## config.mk

```make
export PLATFORM = sky130hd
export DESIGN_NAME = clk_reset_gen
export DESIGN_NICKNAME = d
export VERILOG_FILES = /design/src/rtl/clk_reset_gen.sv
export SDC_FILE = /design/constraint.sdc
export NUM_CORES = 1
export LEC_CHECK = 0
export BUFFER_PORTS_ARGS = -buffer_cell sky130_fd_sc_hd__clkbuf_2
export CAP_MARGIN = 20
export CORE_MARGIN = 4
export CORE_UTILIZATION = 48
export DETAILED_ROUTE_END_ITERATION = 10
export PLACE_DENSITY = 0.77
export SLEW_MARGIN = 15
export SYNTH_ARGS = -nofsm -noshare
export SYNTH_HDL_FRONTEND = slang
export SYNTH_SLANG_ARGS = --single-unit
export TNS_END_PERCENT = 20
```

## constraint.sdc

```tcl
create_clock -name x1 -period 1.55 [get_ports x1]
set_input_delay 0.2325 -clock x1 [delete_from_list [all_inputs] [get_ports x1]]
set_output_delay 0.2325 -clock x1 [all_outputs]
set_load 0.005 [all_outputs]
```

## src/rtl/clk_reset_gen.sv

```systemverilog
// ---------------------------------------------------------------------------
// clk_reset_gen
// 8085-style two-phase clock and reset generator running on the x1 crystal.
// Produces non-overlapping phi1/phi2 and a 50% clk_out, all as registered
// levels derived from a phase counter. resetn_in is synchronised on
// deassertion into 'reset', and 'reset_out' is stretched for a programmable
// number of complete phase periods. Supports stop/resume and a software
// re-reset that re-runs the stretch sequence.
// ---------------------------------------------------------------------------
module clk_reset_gen #(
  parameter int PERIOD      = 4,  // x1 cycles per phase period (even, >= 4)
  parameter int PH_HIGH     = 1,  // x1 cycles each phase is high
  parameter int SYNC_STAGES = 2,  // deassertion synchroniser depth
  parameter int RST_STRETCH = 3   // phase periods reset_out outlasts reset
) (
  input  logic x1,
  input  logic resetn_in,
  input  logic stop_req,
  input  logic sw_rst,
  output logic phi1,
  output logic phi2,
  output logic clk_out,
  output logic reset,
  output logic reset_out,
  output logic stopped
);

  // -------------------------------------------------------------------------
  // Parameter legality
  // -------------------------------------------------------------------------
  if (PERIOD < 4 || (PERIOD % 2) != 0) begin : g_bad_period
    $error("clk_reset_gen: PERIOD must be even and >= 4 (got %0d)", PERIOD);
  end
  if (PH_HIGH < 1 || PH_HIGH > (PERIOD / 2 - 1)) begin : g_bad_ph_high
    $error("clk_reset_gen: PH_HIGH must be in [1, PERIOD/2-1] (got %0d)", PH_HIGH);
  end
  if (SYNC_STAGES < 2) begin : g_bad_sync
    $error("clk_reset_gen: SYNC_STAGES must be >= 2 (got %0d)", SYNC_STAGES);
  end
  if (RST_STRETCH < 1) begin : g_bad_stretch
    $error("clk_reset_gen: RST_STRETCH must be >= 1 (got %0d)", RST_STRETCH);
  end

  // -------------------------------------------------------------------------
  // Constants
  // -------------------------------------------------------------------------
  localparam int CW = $clog2(PERIOD);
  localparam int SW = $clog2(RST_STRETCH + 1);

  localparam logic [CW-1:0] C_ZERO    = '0;
  localparam logic [CW-1:0] C_LAST    = CW'(PERIOD - 1);
  localparam logic [CW-1:0] C_HALF    = CW'(PERIOD / 2);
  localparam logic [CW-1:0] C_PH_HIGH = CW'(PH_HIGH);
  localparam logic [CW-1:0] C_PH2_END = CW'(PERIOD / 2 + PH_HIGH);

  localparam logic [SW-1:0] C_STR_LOAD = SW'(RST_STRETCH);
  localparam logic [SW-1:0] C_STR_ONE  = SW'(1);

  localparam logic [2:0] S_RST      = 3'd0;
  localparam logic [2:0] S_STRETCH  = 3'd1;
  localparam logic [2:0] S_RUN      = 3'd2;
  localparam logic [2:0] S_STOPPING = 3'd3;
  localparam logic [2:0] S_STOPPED  = 3'd4;

  // -------------------------------------------------------------------------
  // Signals
  // -------------------------------------------------------------------------
  logic [SYNC_STAGES-1:0] r_sync;
  logic [2:0]             r_state;
  logic [CW-1:0]          r_cnt;
  logic [SW-1:0]          r_str;

  logic [2:0]    w_state_nxt;
  logic [CW-1:0] w_cnt_nxt;
  logic [SW-1:0] w_str_nxt;
  logic [CW-1:0] w_cnt_inc;
  logic          w_wrap;
  logic          w_sync_done;
  logic          w_active;

  // The chain is complete on the edge where a 1 enters its last stage.
  assign w_sync_done = r_sync[SYNC_STAGES-2];
  assign w_wrap      = (r_cnt == C_LAST);
  assign w_cnt_inc   = w_wrap ? C_ZERO : (r_cnt + 1'b1);

  // Deassertion synchroniser: shifts 1s in once resetn_in is released.
  // NOTE: sequential state uses non-blocking assignments so every flop samples
  // pre-edge values, independent of always-block ordering.
  always_ff @(posedge x1 or negedge resetn_in) begin
    if (!resetn_in) begin
      r_sync <= '0;
    end else begin
      r_sync <= {r_sync[SYNC_STAGES-2:0], 1'b1};
    end
  end

  // Next-state, next-count and stretch-counter logic.
  // NOTE: every output of this block is defaulted first so no path leaves it
  // unassigned, which would otherwise infer a latch.
  always_comb begin
    w_state_nxt = r_state;
    w_cnt_nxt   = w_cnt_inc;
    w_str_nxt   = r_str;
    unique case (r_state)
      S_RST: begin
        w_cnt_nxt = C_ZERO;
        if (w_sync_done) begin
          w_state_nxt = S_STRETCH;
          w_str_nxt   = C_STR_LOAD;
        end
      end
      S_STRETCH: begin
        if (sw_rst) begin
          w_str_nxt = C_STR_LOAD;
        end else if (w_wrap) begin
          if (r_str == C_STR_ONE) begin
            w_state_nxt = S_RUN;
          end
          w_str_nxt = r_str - 1'b1;
        end
      end
      S_RUN: begin
        if (sw_rst) begin
          w_state_nxt = S_STRETCH;
          w_str_nxt   = C_STR_LOAD;
        end else if (stop_req) begin
          w_state_nxt = S_STOPPING;
        end
      end
      S_STOPPING: begin
        if (sw_rst) begin
          w_state_nxt = S_STRETCH;
          w_str_nxt   = C_STR_LOAD;
        end else if (w_wrap) begin
          w_state_nxt = S_STOPPED;
        end
      end
      S_STOPPED: begin
        // Resuming or re-resetting both restart the period at cnt=0.
        w_cnt_nxt = C_ZERO;
        if (sw_rst) begin
          w_state_nxt = S_STRETCH;
          w_str_nxt   = C_STR_LOAD;
        end else if (!stop_req) begin
          w_state_nxt = S_RUN;
        end
      end
      default: begin
        w_state_nxt = S_RST;
        w_cnt_nxt   = C_ZERO;
      end
    endcase
  end

  // Phases toggle only in states where the counter is running.
  assign w_active = (w_state_nxt == S_STRETCH) || (w_state_nxt == S_RUN) ||
                    (w_state_nxt == S_STOPPING);

  // FSM, phase counter and stretch counter registers.
  always_ff @(posedge x1 or negedge resetn_in) begin
    if (!resetn_in) begin
      r_state <= S_RST;
      r_cnt   <= C_ZERO;
      r_str   <= '0;
    end else begin
      r_state <= w_state_nxt;
      r_cnt   <= w_cnt_nxt;
      r_str   <= w_str_nxt;
    end
  end

  // Outputs are decoded from the next count/state so they are registered
  // yet line up with r_cnt in the same cycle.
  always_ff @(posedge x1 or negedge resetn_in) begin
    if (!resetn_in) begin
      phi1      <= 1'b0;
      phi2      <= 1'b0;
      clk_out   <= 1'b0;
      reset     <= 1'b1;
      reset_out <= 1'b1;
      stopped   <= 1'b0;
    end else begin
      phi1      <= w_active && (w_cnt_nxt < C_PH_HIGH);
      phi2      <= w_active && (w_cnt_nxt >= C_HALF) && (w_cnt_nxt < C_PH2_END);
      clk_out   <= w_active && (w_cnt_nxt < C_HALF);
      reset     <= ~w_sync_done;
      reset_out <= (w_state_nxt == S_RST) || (w_state_nxt == S_STRETCH);
      stopped   <= (w_state_nxt == S_STOPPED);
    end
  end

endmodule
```

# After elaboration in Yosys (flattened, before gate mapping)
# Index checks and enable logic that the tools add are counted.
[classes] add_sub_neg=2 n_lt_le_gt_ge=4 n_eq_ne=13 mux=18 bitwise=1 reduce_logical=13
[ops] cell="$mux 3" count=10
[ops] cell="$pmux 3 s5" count=1
[ops] cell="$eq 3x2->1 const B" count=4
[ops] cell="$mux 2" count=6
[ops] cell="$eq 3x1->1 const B" count=2
[ops] cell="$eq 3x3->1 const B" count=2
[ops] cell="$logic_not 3->1" count=2
[ops] cell="$pmux 2 s3" count=1
[ops] cell="$reduce_or 3->1" count=2
[ops] cell="$logic_and 1x1->1" count=4
[ops] cell="$lt 2x2->1 const B" count=2
[ops] cell="$reduce_and 4->1" count=1
[ops] cell="$logic_or 1x1->1" count=3
[ops] cell="$ne 3x3->1 const B" count=1
[ops] cell="$reduce_bool 3->1" count=1
[ops] cell="$add 2x1->2 const B" count=1
[ops] cell="$eq 2x1->1 const B" count=1
[ops] cell="$eq 2x2->1 const B" count=1
[ops] cell="$ge 2x2->1 const B" count=1
[ops] cell="$lt 2x1->1 const B" count=1
[ops] cell="$ne 2x1->1 const B" count=1
[ops] cell="$ne 2x2->1 const B" count=1
[ops] cell="$sub 2x1->2 const B" count=1
[ops] cell="$not 1->1" count=1
[totals] register_bits=14 inputBits=4 output_inout_bits=6 wordCells=61

# Longest topological paths before layout
# Gate-level depths: netlist of run 1.
[depth] ltp_word=10 ltp_mapped=6 mapped_depth_nobuf=6

# Worst setup path after synthesis of run 1
# No wires, ideal clock.
[synth_timing] path_type="register to register" start="reg r_cnt[0]" end="reg phi1" setup_ps=87 t_arrival_ps=1385 t_required_ps=1463 setup_slack_ps=78 stages_incl_launch_ff=6 n_path_buf=0 synth_period_minus_slack_ps=1472 path_cell_list="dfrtp_1 ha_1 and3_1 a2111oi_2 a21oi_1 a211oi_2"
[synth_between] elab_chain_len=8 elab_cells_between_ends=16 cone_classes="add/sub: 1; order compare: 1; eq/ne: 4; mux: 7; reduce/logical: 3"
[synth_rtl] element="start, declared" line_no="70" rtl="logic [CW-1:0] r_cnt;"
[synth_rtl] element="start signal, assigned" line_no="167" rtl="r_cnt <= w_cnt_nxt;"
[synth_rtl] element="$eq 2x2->1" line_no="83" rtl="assign w_wrap = (r_cnt == C_LAST);"
[synth_rtl] element="$mux 3, on equally long branches" line_no="134, 115"
[synth_rtl] element="$mux 3, on equally long branches" line_no="131, 113"
[synth_rtl] element="$pmux 3 s5" line_no="104" rtl="unique case (r_state)"
[synth_rtl] element="$eq 3x1->1 / $eq 3x2->1 (equally long branches)" line_no="156" rtl="assign w_active = (w_state_nxt == S_STRETCH) || (w_state_nxt == S_RUN) ||"
[synth_rtl] element="$logic_or 1x1->1 (2 in series)" line_no="156"
[synth_rtl] element="$logic_and 1x1->1 *" line_no="183" rtl="phi1 <= w_active && (w_cnt_nxt < C_PH_HIGH);"
[synth_rtl] element="end signal, assigned" line_no="183"
[synth_rtl] element="end, declared" line_no="20" rtl="output logic phi1,"
# Every way passes the cells marked *; elsewhere a longest branch is shown, timed or not.
# A chain may end at the register's enable or synchronous reset.

# Worst setup path after layout of run 1
[layout_timing] start="reg r_cnt[0]" end="reg r_str[0]"
[layout_between] elab_chain_len=3
[layout_rtl] element="$eq 2x2->1" line_no="83"
[layout_rtl] element="$ne 3x3->1 (no source line)"
[layout_rtl] element="$reduce_and 4->1 (no source line)"
[layout_rtl] element="end signal, assigned" line_no="168" rtl="r_str <= w_str_nxt;"
[layout_rtl] element="end, declared" line_no="71" rtl="logic [SW-1:0] r_str;"
# Every way passes these cells.

==> metrics.md, run 1 <==
| Metric | Value |
|---|---|
| Htree depth | `1` |
| First-pass GRT wire length | `2.63 mm` |
| Number of flops mapped to enable cells by yosys | `0` |
| Clk slew on worst S/H paths | `about 80 ps` |
| Arrival time worst endpoint | `~1600 ps` |
| Pint | `about 1.0 mW` |
| Fmax | `~670 MHz` |
| Vias in the first global route | `576` |
| Final core occ | `0.666` |
| Total power | `~1.6 mW` |
| Initial core utilization | `0.534` |
| Yosys top cell area share | `0.412` |
| Hold Path Depth | `3` |
| Synth cell types | `33` |
| Netlist Area Pre-Place | `around 730 sq um` |
| Fillcell total | `roughly 110` |
| Rows | `13` |
| All-Layer GR Usage | `0.179` |
| Register name with the most flops | `r_state` |
| Vias | `580` |
| Switching Share | `0.360` |
| Register bit count reported by yosys | `14` |
| YS warnings | `0` |
| Worst r2r path cells | `6` |
| LEAKAGE | `0.413 nW` |
| Setup violators final | `0` |
| Fin nets | `92` |
| CTS tree | `done` |
| CP Capture Type | `flip-flop` |
| Wire per inst | `between 15 and 20 microns` |
| Post-synth top area cell | `dfrtp_1` |
| Placer Congestion | `~0.77` |
| Clock skew | `1.50 ps` |
| R2R Path Start | `r_cnt[0]$_DFF_PN0_` |
| Sequential share of the synthesized area | `0.484` |
| Net Switching | `564 uW` |
| Clk root buf | `clkbuf_4` |
| Ranking of synthesized cells by area | `dfrtp_1 (41%), dfstp_2 (7.2%), ha_1 (5.1%)` |
| Clock Latency Late Sink | `around 280 ps` |
| First-pass DRT Iterations | `4` |
| I/O Pins | `10` |
| Port Buffer Count | `9` |
| CP Launch Type | `flip-flop` |
| Tmin final | `1480 ps` |
| Share of cells above drive strength 1 | `0.393` |
| Die width | `roughly 47 microns` |
| Comb pwr share | `0.464` |
| Worst hold slack | `approximately 320 ps` |
| CTS sink count | `14` |
| Main flop type after synthesis | `dfrtp_1` |
| Largest registers | `r_state: 3 flops, r_cnt: 2 flops, r_str: 2 flops` |
| Final hold vios | `0` |
| R2R Path End | `r_str[0]$_DFFE_PN0P_` |
| Status | `finished, final reports clean` |
| Critical path class | `flip-flop to flip-flop` |
| Max Cap Viol | `0` |
| Gr ovfl total | `0` |
| Req. time, crit path | `between 1500 and 2000 ps` |
| Clk network pwr share | `0.169` |
| Syn Area/Cell | `around 11 sq um` |
| Sequential cell area | `between 300 and 400 sq um` |
| DP HPWL | `about 1.1 mm` |
| Worst hold start | `stop_req` |
| Routed Antenna Nets | `0` |
| Maximum number of pins on one net before global-route repair | `15` |
| Die Y | `about 47 microns` |
| Fin crit share | `0.956` |
| Drt drc | `0` |
| Final WL | `approximately 1.6 mm` |
| Initial antenna violation count | `0` |
| Die area | `approximately 2200 sq um` |
| WHS Endpoint | `stopped$_DFF_PN0_` |
| Vias/cell | `5.86` |
| Fraction of registers with async set or reset after synthesis | `1.00` |
| DRT iter0 DRCs | `6` |
| Pwr Density | `approximately 1700 nW/um^2` |
| Flop pwr share | `0.367` |
| Area growth syn-to-layout | `24.7%` |
| Diode count | `0` |
| Worst min path class | `primary input to flip-flop` |
| Maximum vdd drop | `roughly 0.0012 V` |
| Post-Syn Nets | `74` |
| Total CTS buffers | `3` |
| Worst-path maximum fanout | `3` |
| Core area | `roughly 1400 sq um` |
| Max reg flops | `3` |
| Post-synthesis cell count | `67` |
| Reg-to-reg slack, setup | `approximately 68 ps` |
| Final slew viol count | `0` |
| Multi-input logic area | `between 300 and 400 sq um` |
| Max clock buf depth | `2` |
Yosys cell counts, types with 2 or more instances:
| master | count |
|---|---|
| dfrtp_1 | 12 |
| a21oi_1 | 5 |
| nor2_1 | 5 |
| ha_1 | 3 |
| nand2_1 | 3 |
| nor2b_1 | 3 |
| nor3b_1 | 3 |
| a221oi_1 | 2 |
| a31oi_1 | 2 |
| buf_6 | 2 |
| dfstp_2 | 2 |
| inv_1 | 2 |
| nand2b_1 | 2 |
| o21bai_1 | 2 |
worst max-delay path, stage by stage (launching register included):
cell,delay (ps)
dfrtp_1,400
ha_1,240
buf_4,150
nor2b_1,130
o21bai_1,120
a221oi_1,250
a31oi_1,60
through the flow:
stage	cells	instance area, sq um	TNS, ps	setup slack [ps]
after floorplan	67	729	0	78.2
after global placement	91	792	0	70.8
after detailed placement	91	792	-1.84	-1.84
after CTS	98	875	0	30.5
after global routing	99	910	-9.99	-7.68
final	99	910	0	68.1
power groups by stage:
stage | Clock (mW) | Combinational (mW) | Sequential (mW)
2_1_floorplan | 0 | 0.432 | 0.538
3_3_place_gp | 0 | 0.548 | 0.565
3_5_place_dp | 0 | 0.573 | 0.573
4_1_cts | 0.269 | 0.660 | 0.565
5_1_grt | 0.292 | 0.790 | 0.589
6_report | 0.264 | 0.728 | 0.575
kinds of logic (layout without fill, tap and decap cells):
family | after synthesis | in the layout | synth area share
AND/OR/NAND/NOR | 23 | 23 | 0.197
AO/OA/AOI/OAI | 19 | 19 | 0.197
flip-flops | 14 | 14 | 0.484
buffers and inverters | 6 | 23 | 0.0532
adder cells (fa/ha/maj) | 3 | 3 | 0.0515
other | 1 | 1 | 0.00514
XOR/XNOR | 1 | 1 | 0.0120
layout by cell type, fill, tap and decap left out, drive strengths merged, types with 3 or more instances in the layout:
master,count
dfrtp,12
nor2,6
nor3b,4
buf,7
nor2b,3
nand2,3
a21oi,5
ha,3
clkbuf,13
how the worst max path moves through the flow:
| stage | start | endpoint | depth (start not counted) |
|---|---|---|---|
| after floorplan | r_cnt[0]$_DFF_PN0_ | phi1$_DFF_PN0_ | 5 |
| after global placement | r_cnt[0]$_DFF_PN0_ | phi1$_DFF_PN0_ | 5 |
| after detailed placement | r_cnt[0]$_DFF_PN0_ | phi1$_DFF_PN0_ | 5 |
| after CTS | r_cnt[0]$_DFF_PN0_ | phi1$_DFF_PN0_ | 5 |
| after global routing | r_cnt[0]$_DFF_PN0_ | r_str[0]$_DFFE_PN0P_ | 6 |
| final | r_cnt[0]$_DFF_PN0_ | r_str[0]$_DFFE_PN0P_ | 6 |
layout make-up:
class	count	share of cell area
Clock buffer	4	0.0399
Inverter	2	0.00825
Multi-Input combinational cell	47	0.422
Sequential cell	14	0.391
Tap cell	15	0.0206
Timing Repair Buffer	17	0.118
metal layers:
| metal | wire length [microns] | global-route usage | vias to the layer above |
|---|---|---|---|
| li1 | - | - | 272 |
| met1 | 689 | 0.220 | 286 |
| met2 | 791 | 0.290 | 15 |
| met3 | 66 | 0.0383 | 7 |
| met4 | 57 | 0.0994 | 0 |
| met5 | 0 | 0 | - |
timing repair:
action	CTS	global route
setup endpoints to repair	1	5
hold endpoints to repair	12	0
pin swaps	1	2
hold buffers	1	0
setup buffers	2	1
gates resized for setup	3	6
No activity file was read; power rests on OpenSTA's default activity.
==> run 2, diff against run 1 <==
Settings changed: CTS_BUF_LIST set to sky130_fd_sc_hd__clkbuf_16.
==> run 2 against run 1 <==
Compared with the run above: critical path depth is 1 lower; fmax hardly changed; final cell count is 2.0% lower; routed wire length is 0.37% higher; non-clock buffer count is 2 lower; total power is 9.4% higher; setup slack hardly changed; final area is 1.1% higher; combinational power is 10% lower; critical endpoint is now phi1$_DFF_PN0_; largest cell class unchanged; highest routed layer unchanged.
==> metrics.md, run 2 (synthesis gave the netlist of run 1 again) <==
| Metric | Value |
|---|---|
| R2R Path Start | `r_cnt[0]$_DFF_PN0_` |
| Setup violators final | `0 (unchanged)` |
| Routed Antenna Nets | `0 (unchanged)` |
| Hold Path Depth | `3 (unchanged)` |
| Tmin final | `1480 ps (+0.0369 ps)` |
| Die width | `47.0 microns (unchanged)` |
| R2R Path End | `phi1$_DFF_PN0_` |
| Vias/cell | `5.94 (+1.4%)` |
| Die Y | `47.0 microns (unchanged)` |
| Register name with the most flops | `r_state` |
| Worst hold start | `stop_req` |
| CP top delay family | `compound AO/OA/AOI/OAI gates` |
| Clock skew | `3.27 ps (+1.77 ps)` |
| Fin crit share | `0.956 (about the same)` |
| I/O Pins | `10 (unchanged)` |
| Maximum number of pins on one net before global-route repair | `15 (unchanged)` |
| RSZ-0062 raised after global routing | `false` |
| Worst min path class | `primary input to flip-flop` |
| LEAKAGE | `0.416 nW (+0.61%)` |
| Diode count | `0 (unchanged)` |
| Largest registers | `r_state: 3 flops, r_cnt: 2 flops, r_str: 2 flops` |
| Core area | `1370 sq um (unchanged)` |
| Rows | `13 (unchanged)` |
| Worst r2r path cells | `5 (-1)` |
| Initial antenna violation count | `0 (unchanged)` |
| CP max stage cell | `dfrtp_1` |
| Worst hold slack | `358 ps (+41.4 ps)` |
| Commonest non-fill, non-tap cell in the layout | `dfrtp_1` |
| Area growth syn-to-layout | `26.1%` |
| Vias in the first global route | `576 (unchanged)` |
| Max reg flops | `3 (unchanged)` |
| CP Launch Type | `flip-flop` |
| Multi-input logic area | `368 sq um (-4.2%)` |
| Fmax | `675 MHz (about the same)` |
| Max incr delay on CP | `400 ps (about the same)` |
| Vias | `576 (-0.69%)` |
| CP Capture Type | `flip-flop` |
| Share of cells above drive strength 1 | `0.341 (-0.0514)` |
| WHS Endpoint | `stopped$_DFF_PN0_` |
| Max clock buf depth | `2 (unchanged)` |
| Maximum vdd drop | `0.00142 V (+21%)` |
| Final slew viol count | `0 (unchanged)` |
| Sequential cell area | `354 sq um (-0.35%)` |
| Gr ovfl total | `0 (unchanged)` |
| Pwr Density | `1860 nW/um^2 (+8.2%)` |
| Req. time, crit path | `1700 ps (about the same)` |
| Port Buffer Count | `9 (unchanged)` |
| Htree depth | `1 (unchanged)` |
| Total CTS buffers | `3 (unchanged)` |
| Status | `finished, final reports clean` |
| Fillcell total | `103 (-5.5%)` |
| First-pass GRT wire length | `2.68 mm (+2.1%)` |
| Reg-to-reg slack, setup | `70 ps (about the same)` |
| Final WL | `1.61 mm (+0.37%)` |
| DP HPWL | `1.08 mm (unchanged)` |
| Clk slew on worst S/H paths | `50 ps (-30 ps)` |
| Initial core utilization | `0.534 (unchanged)` |
| CTS tree | `done` |
| Worst-path maximum fanout | `3 (unchanged)` |
| Final core occ | `0.673 (+0.00733)` |
| Critical path class | `flip-flop to flip-flop` |
| Buffers & Inverters on Critical Path | `0 (-1)` |
| Clk root buf | `clkbuf_16` |
| All-Layer GR Usage | `0.181 (+0.00222)` |
| Most frequent cells in the layout | `dfrtp_1 (11), clkbuf_2 (9), nor2_1 (5), buf_4 (5), a21oi_1 (4)` |
| First-pass DRT Iterations | `4 (unchanged)` |
| Drt drc | `0 (unchanged)` |
| DRT iter0 DRCs | `10 (+4)` |
| Clock Latency Late Sink | `240 ps (-40 ps)` |
| Placer Congestion | `0.769 (unchanged)` |
| Final hold vios | `0 (unchanged)` |
| Wire per inst | `16.6 microns (+2.4%)` |
| Setup_tns | `0 ps (unchanged)` |
| Cell Chain, Critical Path | `ha_2 -> and3_1 -> a2111oi_4 -> a21oi_2 -> a211oi_2` |
| CTS sink count | `14 (unchanged)` |
| Die area | `2210 sq um (unchanged)` |
| Max Cap Viol | `0 (unchanged)` |
| Arrival time worst endpoint | `1630 ps (about the same)` |
| Fin nets | `90 (-2.2%)` |
run 2: worst max-delay path by stage:
stage                                end  cells past startpoint                  from
floorplan                 phi1$_DFF_PN0_                      5    r_cnt[0]$_DFF_PN0_
global placement          phi1$_DFF_PN0_                      5    r_cnt[0]$_DFF_PN0_
detailed placement        phi1$_DFF_PN0_                      5    r_cnt[0]$_DFF_PN0_
CTS                 r_str[1]$_DFFE_PN0P_                      4  r_state[1]$_DFF_PN0_
global route              phi1$_DFF_PN0_                      5    r_cnt[0]$_DFF_PN0_
finish                    phi1$_DFF_PN0_                      5    r_cnt[0]$_DFF_PN0_
run 2: metal layers:
metal	share of wire	GRT usage	up-vias
met2	0.48	0.282	21
met1	0.45	0.234	281
met4	0.017	0.0829	0
met5	0	0	-
met3	0.054	0.0498	5
li1	-	-	269
run 2: timing repair:
| action | CTS | global route |
|---|---|---|
| hold buffers | 1 | 0 |
| buffers inserted | 1 | 0 |
| endpoints found under the setup margin | 2 | 5 |
| endpoints found under the hold margin | 12 | 0 |
| pin swaps | 0 | 1 |
| gates resized for setup | 3 | 3 |
run 2: worst min-delay path, stage by stage:
cell and delay (ps):
clkbuf_2 120, a32oi_1 100, nor2_1 100
run 2: through the flow:
stage / area, sq um / setup slack, ps / std cells / power [mW]
detailed placement: 792 / -1.84 / 91 / 1.15
global route: 920 / 16.3 / 97 / 1.82
floorplan: 729 / 78.2 / 67 / 0.971
finish: 920 / 68.1 / 97 / 1.71
global placement: 792 / 70.8 / 91 / 1.11
CTS: 907 / 4.84 / 97 / 1.70
run 2: area by class of cell:
cell class | instances | area share
multi-input combinational | 47 | 0.400
sequential | 14 | 0.385
timing repair buffer | 15 | 0.101
clock buffer | 3 | 0.0816
tap | 15 | 0.0204
inverter | 2 | 0.00816
clock inverter | 1 | 0.00408
run 2: power by group:
group / total [mW] / internal [mW] / switching, mW
combinational: 0.654 / 0.328 / 0.326
sequential: 0.577 / 0.483 / 0.0940
clock: 0.483 / 0.340 / 0.143
total: 1.71 / 1.15 / 0.563
==> run 3, diff against run 2 <==
Settings changed: ABC_AREA set to 1, CORE_MARGIN 4 to not set, CORE_UTILIZATION 48 to 55, PLACE_DENSITY 0.77 to 0.83.
Clock period 1.55 ns to 1.88 ns, I/O delays scaled along.
==> run 3 against run 2 <==
Compared with the run above: clock power down 15%; global-route usage up 7.2 points; final area shrank 7.2%; critical endpoint is now phi2$_DFF_PN0_; largest power group is now sequential cells.
==> metrics.md, run 3 <==
| Metric | Value |
|---|---|
| Total power | `1.30 mW (-24%)` |
| Die width | `38.0 microns (-19%)` |
| Post-synthesis cell count | `90 (+34%)` |
| Die area | `1440 sq um (-35%)` |
| Worst min path class | `primary input to flip-flop` |
| Buffers & Inverters on Critical Path | `0 (unchanged)` |
| Core area | `1160 sq um (-15%)` |
| Switching Share | `0.356 (+0.0270)` |
| Number of flops mapped to enable cells by yosys | `0 (unchanged)` |
| Maximum number of pins on one net before global-route repair | `15 (unchanged)` |
| DRT iter0 DRCs | `28 (+18)` |
| Proportion of synthesized area in mux cells | `0 (unchanged)` |
| Ranking of synthesized cells by area | `dfrtp_1 (42%), nand2_1 (14%), dfstp_2 (7.4%)` |
| Req. time, crit path | `2010 ps (+310 ps)` |
| Pint | `837 uW (-27%)` |
| First-pass DRT Iterations | `4 (unchanged)` |
| Initial core utilization | `0.617 (+0.0830)` |
| Final WL | `1.51 mm (-6.0%)` |
| Flop pwr share | `0.358 (+0.022)` |
| PnR worst setup slack | `527 ps (+459 ps)` |
| Placed cells | `112 (+23%)` |
| Area growth syn-to-layout | `19.6%` |
| Non-Filler Instances | `117 (+21%)` |
| I/O Pins | `10 (unchanged)` |
| Fraction of registers with async set or reset after synthesis | `1.00 (unchanged)` |
| Final core occ | `0.738 (+0.0650)` |
| RSZ-0062 raised after global routing | `false` |
| Post-synthesis simple-gate area fraction | `0.289 (+0.0922)` |
| Share of cells above drive strength 1 | `0.223 (-0.118)` |
| Tmin final | `1350 ps (-129 ps)` |
| All-Layer GR Usage | `0.253 (+0.0720)` |
| CTS tree | `done` |
| Port Buffer Count | `9 (unchanged)` |
| Total CTS buffers | `3 (unchanged)` |
| LEAKAGE | `0.465 nW (+12%)` |
| Clock Latency Late Sink | `250 ps (about the same)` |
| Post-Syn Nets | `97 (+31%)` |
| Setup violators final | `0 (unchanged)` |
| Worst r2r path cells | `7 (+2)` |
| CP Launch Type | `flip-flop` |
| Diode count | `0 (unchanged)` |
| Fin nets | `111 (+23%)` |
| Worst hold slack | `312 ps (-46.0 ps)` |
| Net Switching | `462 uW (-18%)` |
| Critical Path Stages | `7 (+2)` |
| Cell Chain, Critical Path | `ha_1 -> nand3_1 -> o21ai_1 -> nor2_1 -> nand2_1 -> nand2_1 -> nor2_1` |
| Syn Area/Cell | `7.92 sq um (-27%)` |
| Netlist Area Pre-Place | `713 sq um (-2.2%)` |
| Vias | `635 (+10%)` |
| Final instance area | `853 sq um (-7.2%)` |
| Routed Antenna Nets | `0 (unchanged)` |
| Final slew viol count | `0 (unchanged)` |
| Top-count cell post-synth | `nand2_1` |
| Synth cell types | `18 (-45%)` |
| CTS sink count | `14 (unchanged)` |
| Sequential share of the synthesized area | `0.495 (+0.0110)` |
| Arrival time worst endpoint | `1480 ps (-150 ps)` |
| Yosys top cell area share | `0.421 (+0.00939)` |
| CP Capture Type | `flip-flop` |
| Synth Area in Adders | `0.0526 (+0.00117)` |
| DP HPWL | `1.13 mm (+4.3%)` |
| Most frequent cells in the layout | `nand2_1 (26), dfrtp_1 (12), inv_1 (11), nor2_1 (11), clkbuf_2 (9)` |
| Synth top cells by count | `nand2_1 (26), dfrtp_1 (12), inv_1 (11), nor2_1 (11), nand3_1 (6)` |
| Placer Congestion | `0.810 (+5.2%)` |
| Post-synthesis compound-gate area fraction | `0.0737 (-0.124)` |
| CP top delay family | `simple AND/OR/NAND/NOR gates` |
| Fin crit share | `0.720 (-0.236)` |
| Clk root buf | `clkbuf_16` |
| Cell Area, Placed | `764 sq um (-3.5%)` |
| Post-CTS Resized | `0 (-3)` |
| YS warnings | `0 (unchanged)` |
| Register name with the most flops | `r_state` |
| Gr ovfl total | `0 (unchanged)` |
| Commonest non-fill, non-tap cell in the layout | `nand2_1` |
| Wire per inst | `12.9 microns (-22%)` |
| Clk slew on worst S/H paths | `50 ps (about the same)` |
| Fmax | `739 MHz (+9.5%)` |
| Maximum vdd drop | `0.00101 V (-29%)` |
| Pwr Density | `1520 nW/um^2 (-18%)` |
| Max incr delay on CP | `410 ps (about the same)` |
| Clock skew | `2.97 ps (-0.302 ps)` |
| Initial antenna violation count | `0 (unchanged)` |
| Vias in the first global route | `577 (+0.17%)` |
| Largest family of logic cells by synthesized area | `simple AND/OR/NAND/NOR gates` |
| CP max stage cell | `dfrtp_1` |
| Htree depth | `1 (unchanged)` |
| First-pass GRT wire length | `2.38 mm (-11%)` |
| Worst-path maximum fanout | `3 (unchanged)` |
| Max clock buf depth | `2 (unchanged)` |
| Hold Path Depth | `2 (-1)` |
| Drt drc | `0 (unchanged)` |
| Rows | `12 (-1)` |
| Comb pwr share | `0.328 (-0.054)` |
| Main flop type after synthesis | `dfrtp_1` |
| XOR/XNOR share of the synthesized area | `0 (-0.0120)` |
| Clk network pwr share | `0.315 (+0.033)` |
| Largest registers | `r_state: 3 flops, r_cnt: 2 flops, r_str: 2 flops` |
| Register bit count reported by yosys | `14 (unchanged)` |
| Status | `finished, final reports clean` |
| Fillcell total | `94 (-8.7%)` |
| Max Cap Viol | `0 (unchanged)` |
| Post-synth top area cell | `dfrtp_1` |
| Final hold vios | `0 (unchanged)` |
| Die Y | `38.0 microns (-19%)` |
| Placement Setup Slack | `562 ps (+563 ps)` |
| Critical path class | `flip-flop to flip-flop` |
| Setup_tns | `0 ps (unchanged)` |
| Vias/cell | `5.43 (-8.6%)` |
| Max reg flops | `3 (unchanged)` |
-- run 3: cell types whose count changed after synthesis, sizes merged, moves of 4 or more --
cell | before | now
nor3b | 4 | 0
nor2 | 6 | 15
nand2 | 3 | 28
nand3 | 0 | 6
inv | 2 | 13
-- run 3: power groups by stage --
stage / clock (mW) / combinational [mW] / sequential (mW)
2_1_floorplan: 0 / 0.330 / 0.443
3_3_place_gp: 0 / 0.396 / 0.456
3_5_place_dp: 0 / 0.422 / 0.465
4_1_cts: 0.414 / 0.426 / 0.462
5_1_grt: 0.426 / 0.481 / 0.469
6_report: 0.409 / 0.426 / 0.465
-- run 3: final cells by class --
type                    instances  area [sq um]  area share
flip-flops and latches         14           353       0.413
multi-input cells              62           300       0.352
clock buffers                   3          75.1      0.0880
well taps                      14          17.5      0.0205
clock inverters                 1          3.75     0.00440
repair buffers                 10          55.1      0.0645
inverters                      13          48.8      0.0572
-- run 3: worst paths after layout --
path,end,start,slack [ps]
setup / recovery,phi2$_DFF_PN0_,r_str[0]$_DFFE_PN0P_,530
setup reg to reg,phi2$_DFF_PN0_,r_str[0]$_DFFE_PN0P_,530
min in group asynchronous,r_state[2]$_DFF_PN0_,resetn_in,470
hold / removal,r_state[2]$_DFF_PN0_,sw_rst,310
hold reg to reg,reset$_DFF_PN1_,r_sync[0]$_DFF_PN0_,420
max in group asynchronous,reset$_DFF_PN1_,resetn_in,1110
-- run 3: routing by layer --
metal	wire length [microns]	track usage	vias to the layer above
met1	595	0.287	291
li1	-	-	300
met3	99	0.0988	8
met5	0	0	-
met4	56	0.134	0
met2	761	0.409	36
-- run 3: what timing repair did --
action                    in CTS  in global routing
setup buffers                  0                  0
hold buffers                   1                  0
hold endpoints to repair      12                  0
-- run 3: cell families (layout without fill, tap and decap cells) --
kind of cell / Yosys count / in the layout
and+or+nand+nor: 49 / 49
DFF: 14 / 14
adders and majority gates: 3 / 3
buffers and inverters: 14 / 27
AOI/OAI and AO/OA: 9 / 9
other: 1 / 1
-- run 3: worst register-to-register path, cell delays in order (launching register included) --
cell	delay [ps]
dfrtp_1	410
ha_1	220
nand3_1	110
o21ai_1	70
nor2_1	200
nand2_1	80
nand2_1	80
nor2_1	50
